<file path="config.mk">
export PLATFORM = sky130hd
export DESIGN_NAME = lcd_scheduler
export DESIGN_NICKNAME = d
export VERILOG_FILES = /design/src/rtl/lcd_scheduler.sv
export SDC_FILE = /design/constraint.sdc
export NUM_CORES = 1
export LEC_CHECK = 0
export ABC_AREA = 0
export BUFFER_PORTS_ARGS = -buffer_cell sky130_fd_sc_hd__buf_2
export CORE_ASPECT_RATIO = 1.4
export CORE_UTILIZATION = 50
export DETAILED_ROUTE_END_ITERATION = 6
export GPL_ROUTABILITY_DRIVEN = 0
export PLACE_DENSITY = 0.77
export SLEW_MARGIN = 20
export SYNTH_ARGS = -nofsm -noshare
export SYNTH_HDL_FRONTEND = slang
export SYNTH_SLANG_ARGS = --single-unit
export TNS_END_PERCENT = 100
</file>
<file path="constraint.sdc">
create_clock -name Clk -period 5.3 [get_ports Clk]
set_clock_uncertainty 0.1 [all_clocks]
set_input_delay 1.06 -clock Clk [delete_from_list [all_inputs] [get_ports Clk]]
set_output_delay 1.06 -clock Clk [all_outputs]
set_load 0.01 [all_outputs]
</file>
<file path="src/rtl/lcd_scheduler.sv">
// lcd_scheduler: power-on init sequencer and two-port arbiter for the
// 16x2 character LCD bus. Each granted byte goes out with a setup phase,
// an enable pulse and a post-strobe execution wait.
//
// Ports:
//   Clk         system clock
//   reset       asynchronous, active-low
//   req[1:0]    per-port request, level, held until ack
//   rs[1:0]     per-port register select (0 command, 1 data)
//   din[15:0]   per-port byte, port p on din[8p+7:8p]
//   lock[1:0]   per-port grant lock for multi-byte strings
//   ack[1:0]    one-cycle completion pulse per port
//   init_done   high once the init sequence has completed
//   n_LCD_DATA  packed LCD bus {ON, RS, EN, DB[7:0]}
//
// Build option: LCD_SCHED_RR_EN selects round-robin arbitration between
// the ports; without it port 0 has fixed priority over port 1.
module lcd_scheduler #(
    parameter int unsigned POR_WAIT   = 750000,
    parameter int unsigned SETUP_CYC  = 4,
    parameter int unsigned EN_CYC     = 12,
    parameter int unsigned EXEC_WAIT  = 2500,
    parameter int unsigned CLEAR_WAIT = 100000
) (
    input  logic        Clk,
    input  logic        reset,
    input  logic [1:0]  req,
    input  logic [1:0]  rs,
    input  logic [15:0] din,
    input  logic [1:0]  lock,
    output logic [1:0]  ack,
    output logic        init_done,
    output logic [10:0] n_LCD_DATA
);

    localparam int unsigned CNT_W = 20;

    // Terminal counts: a phase of N cycles ends when the counter reads N-1.
    localparam logic [CNT_W-1:0] POR_LAST   = CNT_W'(POR_WAIT - 1);
    localparam logic [CNT_W-1:0] SETUP_LAST = CNT_W'(SETUP_CYC - 1);
    localparam logic [CNT_W-1:0] EN_LAST    = CNT_W'(EN_CYC - 1);
    localparam logic [CNT_W-1:0] EXEC_LAST  = CNT_W'(EXEC_WAIT - 1);
    localparam logic [CNT_W-1:0] CLEAR_LAST = CNT_W'(CLEAR_WAIT - 1);

    localparam logic [2:0] ST_POR    = 3'd0;
    localparam logic [2:0] ST_INIT   = 3'd1;
    localparam logic [2:0] ST_IDLE   = 3'd2;
    localparam logic [2:0] ST_SETUP  = 3'd3;
    localparam logic [2:0] ST_STROBE = 3'd4;
    localparam logic [2:0] ST_WAIT   = 3'd5;

    typedef struct packed {
        logic       on;
        logic       rs;
        logic       en;
        logic [7:0] db;
    } lcd_bus_t;

    logic [2:0]       state_q, state_d;
    logic [CNT_W-1:0] cnt_q, cnt_d;
    logic [1:0]       init_idx_q, init_idx_d;
    logic             init_done_q, init_done_d;
    logic [1:0]       ack_q, ack_d;
    lcd_bus_t         bus_q, bus_d;
    logic             owner_q, owner_d;
`ifdef LCD_SCHED_RR_EN
    logic             rr_ptr_q, rr_ptr_d;
`endif

    logic             lock_hit;
    logic             win;
    logic             is_clear;
    logic [CNT_W-1:0] wait_last;

    // Init command ROM: function set, display on, clear, entry mode.
    function automatic logic [7:0] init_byte(input logic [1:0] idx);
        case (idx)
            2'd0:    init_byte = 8'h38;
            2'd1:    init_byte = 8'h0C;
            2'd2:    init_byte = 8'h01;
            default: init_byte = 8'h06;
        endcase
    endfunction

    // Clear/home commands need the long execution wait.
    always_comb begin
        is_clear  = !bus_q.rs && (bus_q.db == 8'h01 || bus_q.db == 8'h02 || bus_q.db == 8'h03);
        wait_last = is_clear ? CLEAR_LAST : EXEC_LAST;
    end

    // Winner select; a lock only applies at the sample that ends its ack cycle.
    always_comb begin
        lock_hit = |(ack_q & lock & req);
        if (lock_hit) begin
            win = owner_q;
        end else if (&req) begin
`ifdef LCD_SCHED_RR_EN
            win = rr_ptr_q;
`else
            win = 1'b0;
`endif
        end else begin
            win = req[1];
        end
    end

    // Next-state and registered-output logic.
    always_comb begin
        state_d     = state_q;
        cnt_d       = cnt_q + CNT_W'(1);
        init_idx_d  = init_idx_q;
        init_done_d = init_done_q;
        ack_d       = 2'b00;
        bus_d       = bus_q;
        owner_d     = owner_q;
`ifdef LCD_SCHED_RR_EN
        rr_ptr_d    = rr_ptr_q;
`endif
        case (state_q)
            ST_POR: begin
                bus_d.on = 1'b1;
                if (cnt_q == POR_LAST) begin
                    state_d = ST_INIT;
                    cnt_d   = '0;
                end
            end
            ST_INIT: begin
                bus_d   = {1'b1, 1'b0, 1'b0, init_byte(init_idx_q)};
                state_d = ST_SETUP;
                cnt_d   = '0;
            end
            ST_IDLE: begin
                cnt_d = '0;
                if (init_done_q && (|req)) begin
                    owner_d = win;
                    bus_d   = {1'b1, rs[win], 1'b0, (win ? din[15:8] : din[7:0])};
                    state_d = ST_SETUP;
`ifdef LCD_SCHED_RR_EN
                    rr_ptr_d = ~win;
`endif
                end
            end
            ST_SETUP: begin
                if (cnt_q == SETUP_LAST) begin
                    state_d  = ST_STROBE;
                    cnt_d    = '0;
                    bus_d.en = 1'b1;
                end
            end
            ST_STROBE: begin
                if (cnt_q == EN_LAST) begin
                    state_d  = ST_WAIT;
                    cnt_d    = '0;
                    bus_d.en = 1'b0;
                end
            end
            ST_WAIT: begin
                if (cnt_q == wait_last) begin
                    cnt_d = '0;
                    if (!init_done_q) begin
                        if (init_idx_q == 2'd3) begin
                            state_d     = ST_IDLE;
                            init_done_d = 1'b1;
                            init_idx_d  = 2'd0;
                        end else begin
                            state_d    = ST_INIT;
                            init_idx_d = init_idx_q + 2'd1;
                        end
                    end else begin
                        state_d        = ST_IDLE;
                        ack_d[owner_q] = 1'b1;
                    end
                end
            end
            default: begin
                state_d = ST_POR;
                cnt_d   = '0;
            end
        endcase
    end

    // State and output registers.
    always_ff @(posedge Clk or negedge reset) begin
        if (!reset) begin
            state_q     <= ST_POR;
            cnt_q       <= '0;
            init_idx_q  <= 2'd0;
            init_done_q <= 1'b0;
            ack_q       <= 2'b00;
            bus_q       <= '0;
            owner_q     <= 1'b0;
`ifdef LCD_SCHED_RR_EN
            rr_ptr_q    <= 1'b0;
`endif
        end else begin
            state_q     <= state_d;
            cnt_q       <= cnt_d;
            init_idx_q  <= init_idx_d;
            init_done_q <= init_done_d;
            ack_q       <= ack_d;
            bus_q       <= bus_d;
            owner_q     <= owner_d;
`ifdef LCD_SCHED_RR_EN
            rr_ptr_q    <= rr_ptr_d;
`endif
        end
    end

    assign ack        = ack_q;
    assign init_done  = init_done_q;
    assign n_LCD_DATA = bus_q;

endmodule

</file>
Word-level counts from Yosys, hierarchy flattened
Cells that the tools add are included.
{"block": "totals", "ff_bits": 40, "input_bits": 24, "word_cells": 95, "output_inout_bits": 14}
{"block": "classes", "n_reduce_logical": 22, "bitwise": 3, "magnitude_cmp": 3, "eq_ne": 20, "muxes": 35, "addsub": 2}
{"operator": "2-to-1 mux 20 bit", "count": 4}
{"operator": "case mux 20 bit (4 select lines)", "count": 1}
{"operator": "adder 20 x 1 -> 20 bit (second input constant)", "count": 1}
{"operator": "equality test 20 x 17 -> 1 bit", "count": 1}
{"operator": "equality test 20 x 2 -> 1 bit (second input constant)", "count": 1}
{"operator": "equality test 20 bit (second input constant)", "count": 1}
{"operator": "equality test 20 x 4 -> 1 bit (second input constant)", "count": 1}
{"operator": "2-to-1 mux 3 bit", "count": 6}
{"operator": "case mux 3 bit (6 select lines)", "count": 1}
{"operator": "case mux 6 bit (3 select lines)", "count": 1}
{"operator": "2-to-1 mux 17 bit", "count": 1}
{"operator": "equality test 8 x 2 -> 1 bit (second input constant)", "count": 2}
{"operator": "case mux 8 bit (2 select lines)", "count": 1}
{"operator": "2-to-1 mux 11 bit", "count": 1}
{"operator": "2-to-1 mux 2 bit", "count": 5}
{"operator": "!= test 2 bit (second input constant)", "count": 5}
{"operator": "AND reduction 2 bit", "count": 5}
{"operator": "2-to-1 mux 1 bit", "count": 9}
{"operator": "equality test 8 x 1 -> 1 bit (second input constant)", "count": 1}
{"operator": "2-to-1 mux 8 bit", "count": 1}
{"operator": "equality test 3 x 2 -> 1 bit (second input constant)", "count": 2}
{"operator": "equality test 3 bit (second input constant)", "count": 2}
{"operator": "OR reduction 2 bit", "count": 3}
{"operator": "AND reduction 5 bit", "count": 1}
{"operator": "20 further kinds", "count": 28}

Longest topological paths before layout
Gate-level depths: netlist of run 1.
{"block": "logic_depth", "ltp_word": 8, "mapped_depth": 7, "mapped_depth_nobuf": 7}

Worst setup path before layout of run 1
Ideal clock, no wire load.
{"block": "synth_timing", "kind": "input-to-reg", "startpoint": "input port req[1]", "endpoint": "register bus_q (netlist bit n_LCD_DATA[3])", "arrival_time_ns": 2.156, "path_slack_ns": 2.926, "setup_time_ns": 0.118, "cell_stages": 6, "t_required_ns": 5.082, "n_path_buf": 1, "cell_sequence": "o21ai_0 -> nor3b_1 -> o21bai_1 -> clkbuf_1 -> a211oi_1 -> a21o_1"}
{"block": "synth_between", "elab_chain_cells": 6, "elab_cells_between_ends": 12, "classes_between": "eq/ne: 1; mux: 5; bitwise: 1; reduce/logical: 5"}
{"element": "from (decl)", "line_no": "27", "source": "input logic [1:0] req,"}
{"element": "AND reduction 2 bit or bitwise AND 2 bit (tied branches)", "line_no": "96, 93"}
{"element": "2-to-1 mux 1 bit or OR reduction 2 bit (tied branches)", "line_no": "96, 93"}
{"element": "2-to-1 mux 1 bit", "line_no": "94", "source": "if (lock_hit) begin"}
{"element": "2-to-1 mux 8 bit", "line_no": "136", "source": "bus_d = {1'b1, rs[win], 1'b0, (win ? din[15:8] : din[7:0])};"}
{"element": "2-to-1 mux 11 bit", "line_no": "134", "source": "if (init_done_q && (|req)) begin"}
{"element": "case mux 8 bit (2 select lines)", "line_no": "119", "source": "case (state_q)"}
{"element": "to (signal assigned)", "line_no": "201", "source": "bus_q <= bus_d;"}
{"element": "to (decl)", "line_no": "64", "source": "lcd_bus_t bus_q, bus_d;"}
Parallel ways exist; a longest one is shown, timed or not. The select of a mux whose other input is x is not followed.
A chain may end at the register's enable or synchronous reset.

Final worst setup path of run 1
{"block": "layout_timing", "startpoint": "register cnt_q[0]", "endpoint": "register cnt_q[7]"}
{"block": "layout_between", "elab_chain_cells": 3, "elab_cells_between_ends": 10, "classes_between": "add/sub: 1; eq/ne: 4; mux: 5"}
{"element": "from (decl)", "line_no": "60", "source": "logic [CNT_W-1:0] cnt_q, cnt_d;"}
{"element": "from (signal assigned)", "line_no": "197", "source": "cnt_q <= cnt_d;"}
{"element": "adder 20 x 1 -> 20 bit (tied with other cells)", "line_no": "110", "source": "cnt_d = cnt_q + CNT_W'(1);"}
{"element": "2-to-1 mux 20 bit, on equally long branches"}
{"element": "case mux 20 bit (4 select lines) (*)", "line_no": "119"}
{"element": "via cnt_d[7]", "line_no": "60"}
The timed path passes the listed nets; every way through them passes the cells marked *.

==> results of run 1 <==
-- cell usage after synthesis (7+ instances only) --
master and count:
mux2i_1 10, clkbuf_1 8, xnor2_1 8, nor3_1 8, xor2_1 10, nand3_1 7
o21ai_0 8, nand2_1 21, nor2_1 21, a21oi_1 19, dfrtp_1 40, nand4_1 8
-- state kept, by name (all words and copies together) (netlist names) --
name,flops
state_q,3
cnt_q,20
init_done,1
ack,2
owner_q,1
init_idx_q,2
n_LCD_DATA,11
-- per-layer routing --
metal / share of wire / global-route usage / vias up
met2: 0.52 / 0.396 / 57
met4: 0.019 / 0.109 / 0
met1: 0.42 / 0.237 / 896
met3: 0.043 / 0.0405 / 8
li1: - / - / 959
met5: 0 / 0 / -
-- layout make-up --
type / instances / area share
sequential: 40 / 0.377
tap: 62 / 0.0292
multi-input combinational: 189 / 0.475
clock inverter: 2 / 0.00377
clock buffer: 6 / 0.0311
inverter: 4 / 0.00566
timing repair buffer: 40 / 0.0782
-- stage by stage --
step                      instance area, um^2  hold WS, ns
final                                    2660        0.373
after global routing                     2660        0.438
after CTS                                2660        0.380
after global placement                   2560        0.352
after detailed placement                 2560        0.362
after floorplan                          2330        0.369
-- cell families after synthesis --
group	share of synthesized area
mux	0.0624
simple gates	0.233
flops	0.430
buf+inv	0.0280
fa+ha+maj	0.0269
xor+xnor	0.0677
compound gates	0.152
-- where the power goes --
| group | switching (mW) | total [mW] | internal, mW |
|---|---|---|---|
| Clock | 0.103 | 0.207 | 0.104 |
| Combinational | 0.0114 | 0.0215 | 0.0101 |
| Sequential | 0 | 0.305 | 0.305 |
-- layout by cell type, fill, tap and decap left out, types with 2 or more instances in the layout --
cell	instances
a211oi_1	4
nand3_1	7
xor2_1	10
nand2_1	21
a22o_1	2
buf_4	3
or3_1	5
buf_2	37
o31ai_1	2
a21o_1	5
dfrtp_1	40
nor4_1	3
mux2_2	4
a21oi_1	19
nand2b_1	2
and4b_1	2
o21ai_0	8
o21bai_1	2
xnor2_1	8
nor2b_1	2
clkbuf_8	6
inv_1	4
and4_1	4
nor4b_1	2
mux2i_1	10
nand4_1	8
and3_1	4
nor2_1	21
clkinv_2	2
ha_1	5
nor3_1	8
-- final timing paths --
check                                              to  slack, ns                  startpoint
max in group asynchronous          cnt_q[6]$_DFF_PN0_       3.78                       reset
setup reg to reg                   cnt_q[7]$_DFF_PN0_       2.48          cnt_q[0]$_DFF_PN0_
hold reg to reg            n_LCD_DATA[10]$_DFFE_PN0P_       0.37  n_LCD_DATA[10]$_DFFE_PN0P_
hold / removal             n_LCD_DATA[10]$_DFFE_PN0P_       0.37  n_LCD_DATA[10]$_DFFE_PN0P_
setup / recovery                   cnt_q[7]$_DFF_PN0_       2.48          cnt_q[0]$_DFF_PN0_
min in group asynchronous         owner_q$_DFFE_PN0P_       0.77                       reset
-- tightest hold or removal path: stages, from the launching register on --
cell     delay, ns
dfrtp_1       0.35
nor2_1        0.05
nand2_1       0.05
==> Implementation_results.wiki, run 1 <==
{| class="wikitable"
! Metric !! Value
|-
| Total track usage || 0.218
|-
| Worst endpoint data arrival time || 2.89 ns
|-
| Share of the clock period used by the worst path after layout || 0.533
|-
| Relative slew margins || 0.392
|-
| Count of flip-flops with a built-in enable after synthesis || 0
|-
| Area share of the largest cell type after synthesis || 0.430
|-
| Top_reg_cell synth || dfrtp_1
|-
| Count of state elements after synthesis || 40
|-
| Syn. warnings || 0
|-
| Die width || 59.7 um
|-
| Sequential area share after synthesis || 0.430
|-
| Actual slew at the worst max-slew pin || 0.911 ns
|-
| Post-route antenna net violation count || 0
|-
| Worst Reg2Reg Path Length in Cells || 7
|-
| 1st-pass router iterations || 4
|-
| Post-Place Cells || 335
|-
| Share of cells above drive strength 1 || 0.210
|-
| Number of standard-cell rows in the floorplan || 29
|-
| Clock root buffer || clkbuf_8
|-
| Largest fanout on the critical path || 11
|-
| CP Launch Type || register
|-
| Cell variety after synth || 50
|-
| Peak per-stage delay on the critical path || 0.75 ns
|-
| Chip Height || around 83 um
|-
| Synth area leader || dfrtp_1
|-
| Post-route total power || 0.533 mW
|-
| Total Routed Length || 4.88 mm
|-
| Number of instances on the worst hold path || 2
|-
| Area of the core || 4500 um^2
|-
| Number of buffer and inverter instances along the worst setup path || 1
|-
| Residual DRC || 0
|-
| Post-Route Setup TNS || 0 ns
|-
| Max-cap violations || 0
|-
| Number of buffers added by the clock tree synthesis step || 5
|-
| Net Count, Synth || 274
|-
| Post-route minimum period || 2.82 ns
|-
| Category of cells accounting for the largest share of critical-path delay || compound AO/OA/AOI/OAI gates
|-
| H-tree level count || 2
|-
| Worst setup slack after placement || 2.36 ns
|-
| Cell Pwr Density || 201 nW/um^2
|-
| Levels on crit path || 7
|-
| Max Clk Rate || approximately 350 MHz
|-
| Per-cell via count in the routed design || about 5.6
|-
| Layout Nets || 309
|-
| Most area-consuming cells after synthesis || dfrtp_1, mux2i_1, a21oi_1
|-
| Routed wirelength normalized by instance count || between 10 and 15 um
|-
| Initial antenna violation count || 0
|-
| Largest vdd supply drop || 0.000119 V
|-
| CTS max path bufs || 2
|-
| Count of placed standard cells in the final layout, fillers left out || between 300 and 400
|-
| TritonCTS clock tree || done
|-
| I/O pins || 38
|-
| Cell leakage power || 1.23 nW
|-
| Area of the multi-input gates || 1260 um^2
|-
| GRT overflow || 0
|-
| Endpoint class of the critical path || register
|-
| Cell with the largest stage delay on the worst path || a22oi_1
|-
| Worst Setup Path Type || register to register
|-
| List of cells traversed by the critical path || ha_1 > nor4b_1 > and3_1 > nand3_1 > a22oi_1 > buf_4 > a21oi_1
|-
| First-pass GRT wire length || 8.02 mm
|-
| Count of fill cells added during filler insertion || 414
|-
| Final antenna diode count || 0
|-
| Number of gates resized after cts || 0
|-
| Setup repair after global routing missed its margin || no
|-
| IO Port Bufs || 37
|-
| Required time at the worst-slack endpoint || between 5 and 6 ns
|-
| Clock input transition at the sequential cells of the worst setup and hold paths || 0.08 ns
|-
| Vias || 1920
|-
| Final setup violation count || 0
|-
| Post-synth ARST share || 1.00
|-
| Clk_lat worst skew || 0.30 ns
|-
| Largest net degree at the start of global routing || 41
|-
| Post-CTS Repair Setup Buffers || 0
|-
| Area taken by flip-flops and latches || 1000 um^2
|-
| Outcome || completed
|-
| Mean instance size in the synthesized netlist || 9.50 um^2
|-
| Starting density of the core || 0.517
|-
| Vias in the first global route || between 1500 and 2000
|-
| Finished Core Util || 0.590
|-
| DIE AREA || 4940 um^2
|-
| Final Hold Violating Endpoints || 0
|-
| Min-delay worst type || register to register
|-
| Signed area change from the synthesized netlist to the final layout || 14.1%
|-
| Estimated wirelength of the detail-placed design || roughly 3.5 mm
|-
| Detailed Route Iter0 Violations || 108
|-
| Post-Syn Instances || 245
|-
| Synthesized cell area || 2330 um^2
|-
| Smallest setup slack after layout || 2.48 ns
|-
| Hold buffer count at cts || 0
|-
| Clock sinks || 40
|-
| Count of pins over their slew limit || 0
|}
Note: power is estimated with default switching activity, not from simulation.
==> run 2, diff against run 1 <==
Clock period 5.3 ns to 2.7 ns, I/O delays scaled along.
==> Implementation_results.wiki, run 2 (same netlist as run 1, synthesis figures left out) <==
{| class="wikitable"
! Metric !! Value
|-
| Total track usage || 0.215
|-
| Area of the multi-input gates || 1260 um^2
|-
| DIE AREA || roughly 4900 um^2
|-
| Post-Place Cells || between 300 and 400
|-
| Share of the clock period used by the worst path after layout || 0.848
|-
| Area of the core || 4500 um^2
|-
| 1st-pass router iterations || 4
|-
| Clock input transition at the sequential cells of the worst setup and hold paths || 0.07 ns
|-
| Post-route total power || 1.01 mW
|-
| Number of standard-cell rows in the floorplan || 29
|-
| Largest vdd supply drop || about 0.00035 V
|-
| Signed area change from the synthesized netlist to the final layout || 14.1%
|-
| Setup repair after global routing missed its margin || no
|-
| Residual DRC || 0
|-
| Number of gates resized after cts || 0
|-
| Largest register FFs || 20
|-
| Cell leakage power || about 1.2 nW
|-
| Endpoint class of the critical path || register
|-
| Worst Setup Path Type || register to register
|-
| Worst reg-to-reg setup slack || between 0.4 and 0.5 ns
|-
| Per-cell via count in the routed design || 5.65
|-
| Vias || 1943
|-
| IO Port Bufs || 37
|-
| Post-Route Setup TNS || 0 ns
|-
| Largest fanout on the critical path || 7
|-
| Worst setup slack after placement || between 0.4 and 0.5 ns
|-
| Actual slew at the worst max-slew pin || 0.862 ns
|-
| Clock root buffer || clkbuf_8
|-
| Initial antenna violation count || 0
|-
| Hold buffer count at cts || 0
|-
| Die width || 59.7 um
|-
| Area taken by flip-flops and latches || 1000 um^2
|-
| CTS max path bufs || 2
|-
| Max-cap violations || 0
|-
| Most common cell after layout, fill and taps aside || dfrtp_1
|-
| Final antenna diode count || 0
|-
| Count of placed standard cells in the final layout, fillers left out || about 340
|-
| Endpoint of the worst-slack reg-to-reg timing path || init_idx_q[0]$_DFFE_PN0P_
|-
| Cell Pwr Density || 381 nW/um^2
|-
| GRT overflow || 0
|-
| Reg with most FFs || cnt_q
|-
| Detailed Route Iter0 Violations || 58
|-
| Total Routed Length || 4.86 mm
|-
| Clk_lat worst skew || about 0.29 ns
|-
| Count of pins over their slew limit || 0
|-
| TritonCTS clock tree || done
|-
| Post-route minimum period || 2.29 ns
|-
| Max Clk Rate || 437 MHz
|-
| Starting density of the core || 0.517
|-
| Outcome || completed
|-
| Routed wirelength normalized by instance count || 14.1 um
|-
| Layout Nets || 311
|-
| Commonest non-fill, non-tap cells in the layout || dfrtp_1, buf_2, nand2_1, nor2_1, a21oi_1
|-
| Relative slew margins || 0.425
|-
| Final setup violation count || 0
|-
| Worst endpoint data arrival time || 2.36 ns
|-
| Worst Reg2Reg Path Length in Cells || 5
|-
| Clock sinks || 40
|-
| Estimated wirelength of the detail-placed design || about 3.5 mm
|-
| Smallest setup slack after layout || just over 0.4 ns
|-
| Min-delay worst type || input pin to asynchronous set/reset pin
|-
| First-pass GRT wire length || 7.94 mm
|-
| I/O pins || 38
|-
| Chip Height || 82.7 um
|-
| Count of fill cells added during filler insertion || 411
|-
| Vias in the first global route || about 1800
|-
| CP Launch Type || register
|-
| Largest net degree at the start of global routing || 41
|-
| Final Hold Violating Endpoints || 0
|-
| Post-route antenna net violation count || 0
|-
| Number of buffers added by the clock tree synthesis step || 5
|-
| Post-CTS Repair Setup Buffers || 0
|-
| Startpoint of the most critical register-to-register path || cnt_q[0]$_DFF_PN0_
|-
| Finished Core Util || 0.590
|-
| H-tree level count || 2
|-
| Required time at the worst-slack endpoint || approximately 2.8 ns
|-
| Share of cells above drive strength 1 || 0.209
|}
==> run 2: cell types whose count changed in the layout (fill, tap and decap cells not counted), sizes merged <==
| cell | change |
|---|---|
| clkinv | -1 |
| buf | +2 |
==> run 2: critical path, stage by stage, from the launching register on <==
cell,delay [ns]
dfrtp_1,0.40
ha_1,0.30
nor4b_1,0.34
o2111ai_1,0.30
nor4b_2,0.36
mux2_2,0.37
==> run 2: how the worst max path moves through the flow <==
stage,startpoint,endpoint,slack [ns],cells past startpoint
6_report,cnt_q[0]$_DFF_PN0_,init_idx_q[0]$_DFFE_PN0P_,0.41,5
5_1_grt,cnt_q[0]$_DFF_PN0_,init_idx_q[0]$_DFFE_PN0P_,0.14,5
4_1_cts,cnt_q[0]$_DFF_PN0_,init_idx_q[0]$_DFFE_PN0P_,0.39,5
3_5_place_dp,cnt_q[0]$_DFF_PN0_,init_idx_q[0]$_DFFE_PN0P_,0.41,5
3_3_place_gp,cnt_q[9]$_DFF_PN0_,init_idx_q[1]$_DFFE_PN0P_,0.44,5
2_1_floorplan,cnt_q[9]$_DFF_PN0_,init_idx_q[0]$_DFFE_PN0P_,0.59,5
==> run 2: per-stage QoR <==
step / hold slack [ns] / instance area, um^2
floorplan: 0.144 / 2330
global placement: 0.358 / 2580
detailed placement: 0.371 / 2580
CTS: 0.288 / 2660
global route: 0.325 / 2660
finish: 0.260 / 2660
==> run 2: area by class of cell <==
type,instances,share of cell area
Clock inverter,1,0.00189
Inverter,4,0.00566
Sequential cell,40,0.377
Timing Repair Buffer,42,0.0839
Multi-Input combinational cell,189,0.475
Clock buffer,6,0.0273
Tap cell,62,0.0292
==> run 2: per-layer routing <==
| layer | track usage | share of wire | vias up |
|---|---|---|---|
| met4 | 0.0791 | 0.013 | 0 |
| met5 | 0 | 0 | - |
| met1 | 0.227 | 0.41 | 923 |
| met3 | 0.0421 | 0.038 | 5 |
| li1 | - | - | 965 |
| met2 | 0.411 | 0.54 | 50 |
==> run 2: report_power, final <==
| group | switching, mW | total, mW | internal (mW) | leakage, nW |
|---|---|---|---|---|
| Clock | 0.195 | 0.370 | 0.176 | 0.0410 |
| Sequential | 0 | 0.599 | 0.599 | 0.523 |
| Combinational | 0.0225 | 0.0423 | 0.0198 | 0.666 |
| Total | 0.217 | 1.01 | 0.794 | 1.23 |
==> run 3, diff against run 2 <==
Settings changed: ABC_AREA 0 to 1, PLACE_DENSITY 0.77 to 0.76.
Clock period 2.7 ns to 2.35 ns, I/O delays scaled along.
==> Implementation_results.wiki, run 3 <==
{| class="wikitable"
! Metric !! Value
|-
| Per-cell via count in the routed design || 5.18
|-
| Post-route antenna net violation count || 0
|-
| Outcome || completed
|-
| I/O pins || 38
|-
| Largest vdd supply drop || 0.000371 V
|-
| Largest fanout on the critical path || 16
|-
| Die width || 62.4 um
|-
| Relative slew margins || 0.584
|-
| Reg with most FFs || cnt_q
|-
| Number of gates resized after cts || 0
|-
| Compound-Gate Fraction of Synth Area || 0.0692
|-
| Share of the clock period used by the worst path after layout || 0.851
|-
| H-tree level count || 2
|-
| Number of standard-cell rows in the floorplan || 30
|-
| Detailed Route Iter0 Violations || 132
|-
| TritonCTS clock tree || done
|-
| Total track usage || 0.257
|-
| Estimated wirelength of the detail-placed design || roughly 5.0 mm
|-
| Largest family of logic cells by synthesized area || simple AND/OR/NAND/NOR gates
|-
| Net Count, Synth || 399
|-
| Largest net degree at the start of global routing || 28
|-
| Post-route minimum period || 2.00 ns
|-
| Clock input transition at the sequential cells of the worst setup and hold paths || 0.08 ns
|-
| Min-delay worst type || input pin to asynchronous set/reset pin
|-
| Count of state elements after synthesis || 40
|-
| Endpoint of the worst-slack reg-to-reg timing path || cnt_q[8]$_DFF_PN0_
|-
| Sequential area share after synthesis || 0.393
|-
| Final setup violation count || 0
|-
| Total Routed Length || about 6.3 mm
|-
| Max Clk Rate || 500 MHz
|-
| Largest register FFs || 20
|-
| Post-CTS Repair Setup Buffers || 0
|-
| Synth area leader || dfrtp_1
|-
| Layout Nets || 441
|-
| Cell types with the highest counts after synthesis || nand2_1, nor2_1, inv_1
|-
| Synth Area in Simple Gates || 0.391
|-
| Post-Route Setup TNS || 0 ns
|-
| Initial antenna violation count || 0
|-
| Signed area change from the synthesized netlist to the final layout || 14.0%
|-
| Synthesized cell area || 2550 um^2
|-
| Area share of the largest cell type after synthesis || 0.393
|-
| Endpoint of the most critical setup path || cnt_q[8]$_DFF_PN0_
|-
| Internal power || 0.977 mW
|-
| Sequential share of power || 0.558
|-
| Post-Syn Instances || 370
|-
| Cell variety after synth || 32
|-
| Post-synth ARST share || 1.00
|-
| Clock root buffer || clkbuf_8
|-
| Vias in the first global route || 2448
|-
| Clk_lat worst skew || 0.29 ns
|-
| CTS max path bufs || 2
|-
| Final antenna diode count || 0
|-
| Most common cell after layout, fill and taps aside || nand2_1
|-
| Count of pins over their slew limit || 0
|-
| Worst reg-to-reg setup slack || around 0.35 ns
|-
| Cell leakage power || between 1 and 1.5 nW
|-
| Adder-cell share of the synthesized area || 0.0245
|-
| Syn. warnings || 0
|-
| Most area-consuming cells after synthesis || dfrtp_1, nand2_1, nor2_1
|-
| Library cell with the highest instance count after synthesis || nand2_1
|-
| Startpoint of the most critical register-to-register path || cnt_q[0]$_DFF_PN0_
|-
| Number of buffers added by the clock tree synthesis step || 5
|-
| Final Hold Violating Endpoints || 0
|-
| Count of placed standard cells in the final layout, fillers left out || between 400 and 500
|-
| Switching component of the power || 0.269 mW
|-
| Clock sinks || 40
|-
| Count of flip-flops with a built-in enable after synthesis || 0
|-
| Logic gate share of total power || 0.045
|-
| Commonest non-fill, non-tap cells in the layout || nand2_1, nor2_1, inv_1, dfrtp_1, buf_2
|-
| Post-synthesis mux area share || 0
|-
| 1st-pass router iterations || 4
|-
| XOR/XNOR share of the synthesized area || 0.0378
|-
| Max-cap violations || 0
|-
| CP Launch Type || register
|-
| Clk network pwr share || 0.396
|-
| Mean instance size in the synthesized netlist || approximately 6.9 um^2
|-
| First-pass GRT wire length || 10.7 mm
|-
| Setup repair after global routing missed its margin || no
|-
| Routed wirelength normalized by instance count || 13.1 um
|-
| IO Port Bufs || 37
|-
| Required time at the worst-slack endpoint || 2.43 ns
|-
| Switching part of the total power || 0.216
|-
| Starting density of the core || 0.523
|-
| Worst endpoint data arrival time || 2.08 ns
|-
| Cell Pwr Density || 429 nW/um^2
|-
| GRT overflow || 0
|-
| Residual DRC || 0
|-
| Post-Place Cells || 469
|-
| Critical path startpoint || cnt_q[0]$_DFF_PN0_
|-
| Vias || roughly 2500
|-
| Actual slew at the worst max-slew pin || 0.624 ns
|-
| Area of the core || 4880 um^2
|-
| DIE AREA || between 5000 and 6000 um^2
|-
| Hold buffer count at cts || 0
|-
| Worst Setup Path Type || register to register
|-
| Share of cells above drive strength 1 || 0.146
|-
| Top_reg_cell synth || dfrtp_1
|-
| Worst Reg2Reg Path Length in Cells || 10
|-
| Endpoint class of the critical path || register
|-
| Chip Height || slightly below 90 um
|}
-- run 3: worst max-delay path, cell delays in order (launching register included) --
cell and delay (ns):
dfrtp_1 0.41, ha_1 0.35, nand3_2 0.16, nor2_1 0.18
nand3_1 0.10, nand2_1 0.06, nand2_1 0.07, nor2_4 0.14
nand2_4 0.08, inv_4 0.15, nor2_1 0.06
-- run 3: worst min path at each step --
| stage | start | end | slack [ns] | cells after the start |
|---|---|---|---|---|
| 6_report | reset | cnt_q[5]$_DFF_PN0_ | 0.08 | 1 |
| 3_3_place_gp | owner_q$_DFFE_PN0P_ | ack[0]$_DFF_PN0_ | 0.36 | 1 |
| 4_1_cts | reset | cnt_q[17]$_DFF_PN0_ | 0.11 | 1 |
| 3_5_place_dp | owner_q$_DFFE_PN0P_ | ack[0]$_DFF_PN0_ | 0.36 | 1 |
| 2_1_floorplan | reset | ack[0]$_DFF_PN0_ | 0.07 | 0 |
| 5_1_grt | reset | cnt_q[0]$_DFF_PN0_ | 0.13 | 1 |
-- run 3: metal layers --
layer | global-route usage | up-vias | part of all wire
met5 | 0 | - | 0
met2 | 0.475 | 66 | 0.54
met3 | 0.0474 | 24 | 0.030
li1 | - | 1260 | -
met1 | 0.272 | 1117 | 0.38
met4 | 0.154 | 0 | 0.047
-- run 3: metrics by stage --
step	area, um^2	setup WS (ns)	power [mW]	util	hold slack, ns
floorplan	2550	0.548	0.725	-	0.0744
global placement	2810	0.446	0.765	0.576	0.356
detailed placement	2810	0.378	0.767	0.576	0.361
CTS	2910	0.369	1.26	0.596	0.108
global route	2910	0.144	1.30	0.596	0.126
finish	2910	0.351	1.25	0.596	0.0844
-- run 3: kinds of logic after synthesis --
family	Yosys count
AND/OR/NAND/NOR	230
buffers and inverters	53
flip-flops	40
AO/OA/AOI/OAI	31
XOR/XNOR	11
adder cells (fa/ha/maj)	5
-- run 3: power by group through the flow --
stage / clock, mW / sequential (mW) / combinational, mW
floorplan: 0 / 0.711 / 0.0141
global placement: 0 / 0.709 / 0.0567
detailed placement: 0 / 0.709 / 0.0583
CTS: 0.509 / 0.695 / 0.0582
global route: 0.541 / 0.695 / 0.0649
finish: 0.494 / 0.695 / 0.0566
-- run 3: final cells by class --
| type | instances | area, um^2 |
|---|---|---|
| clock buffer | 7 | 96.3 |
| fill | 485 | 1970 |
| inverter | 46 | 175 |
| multi-input combinational | 277 | 1330 |
| sequential | 40 | 1000 |
| tap | 64 | 80.1 |
| timing repair buffer | 42 | 223 |
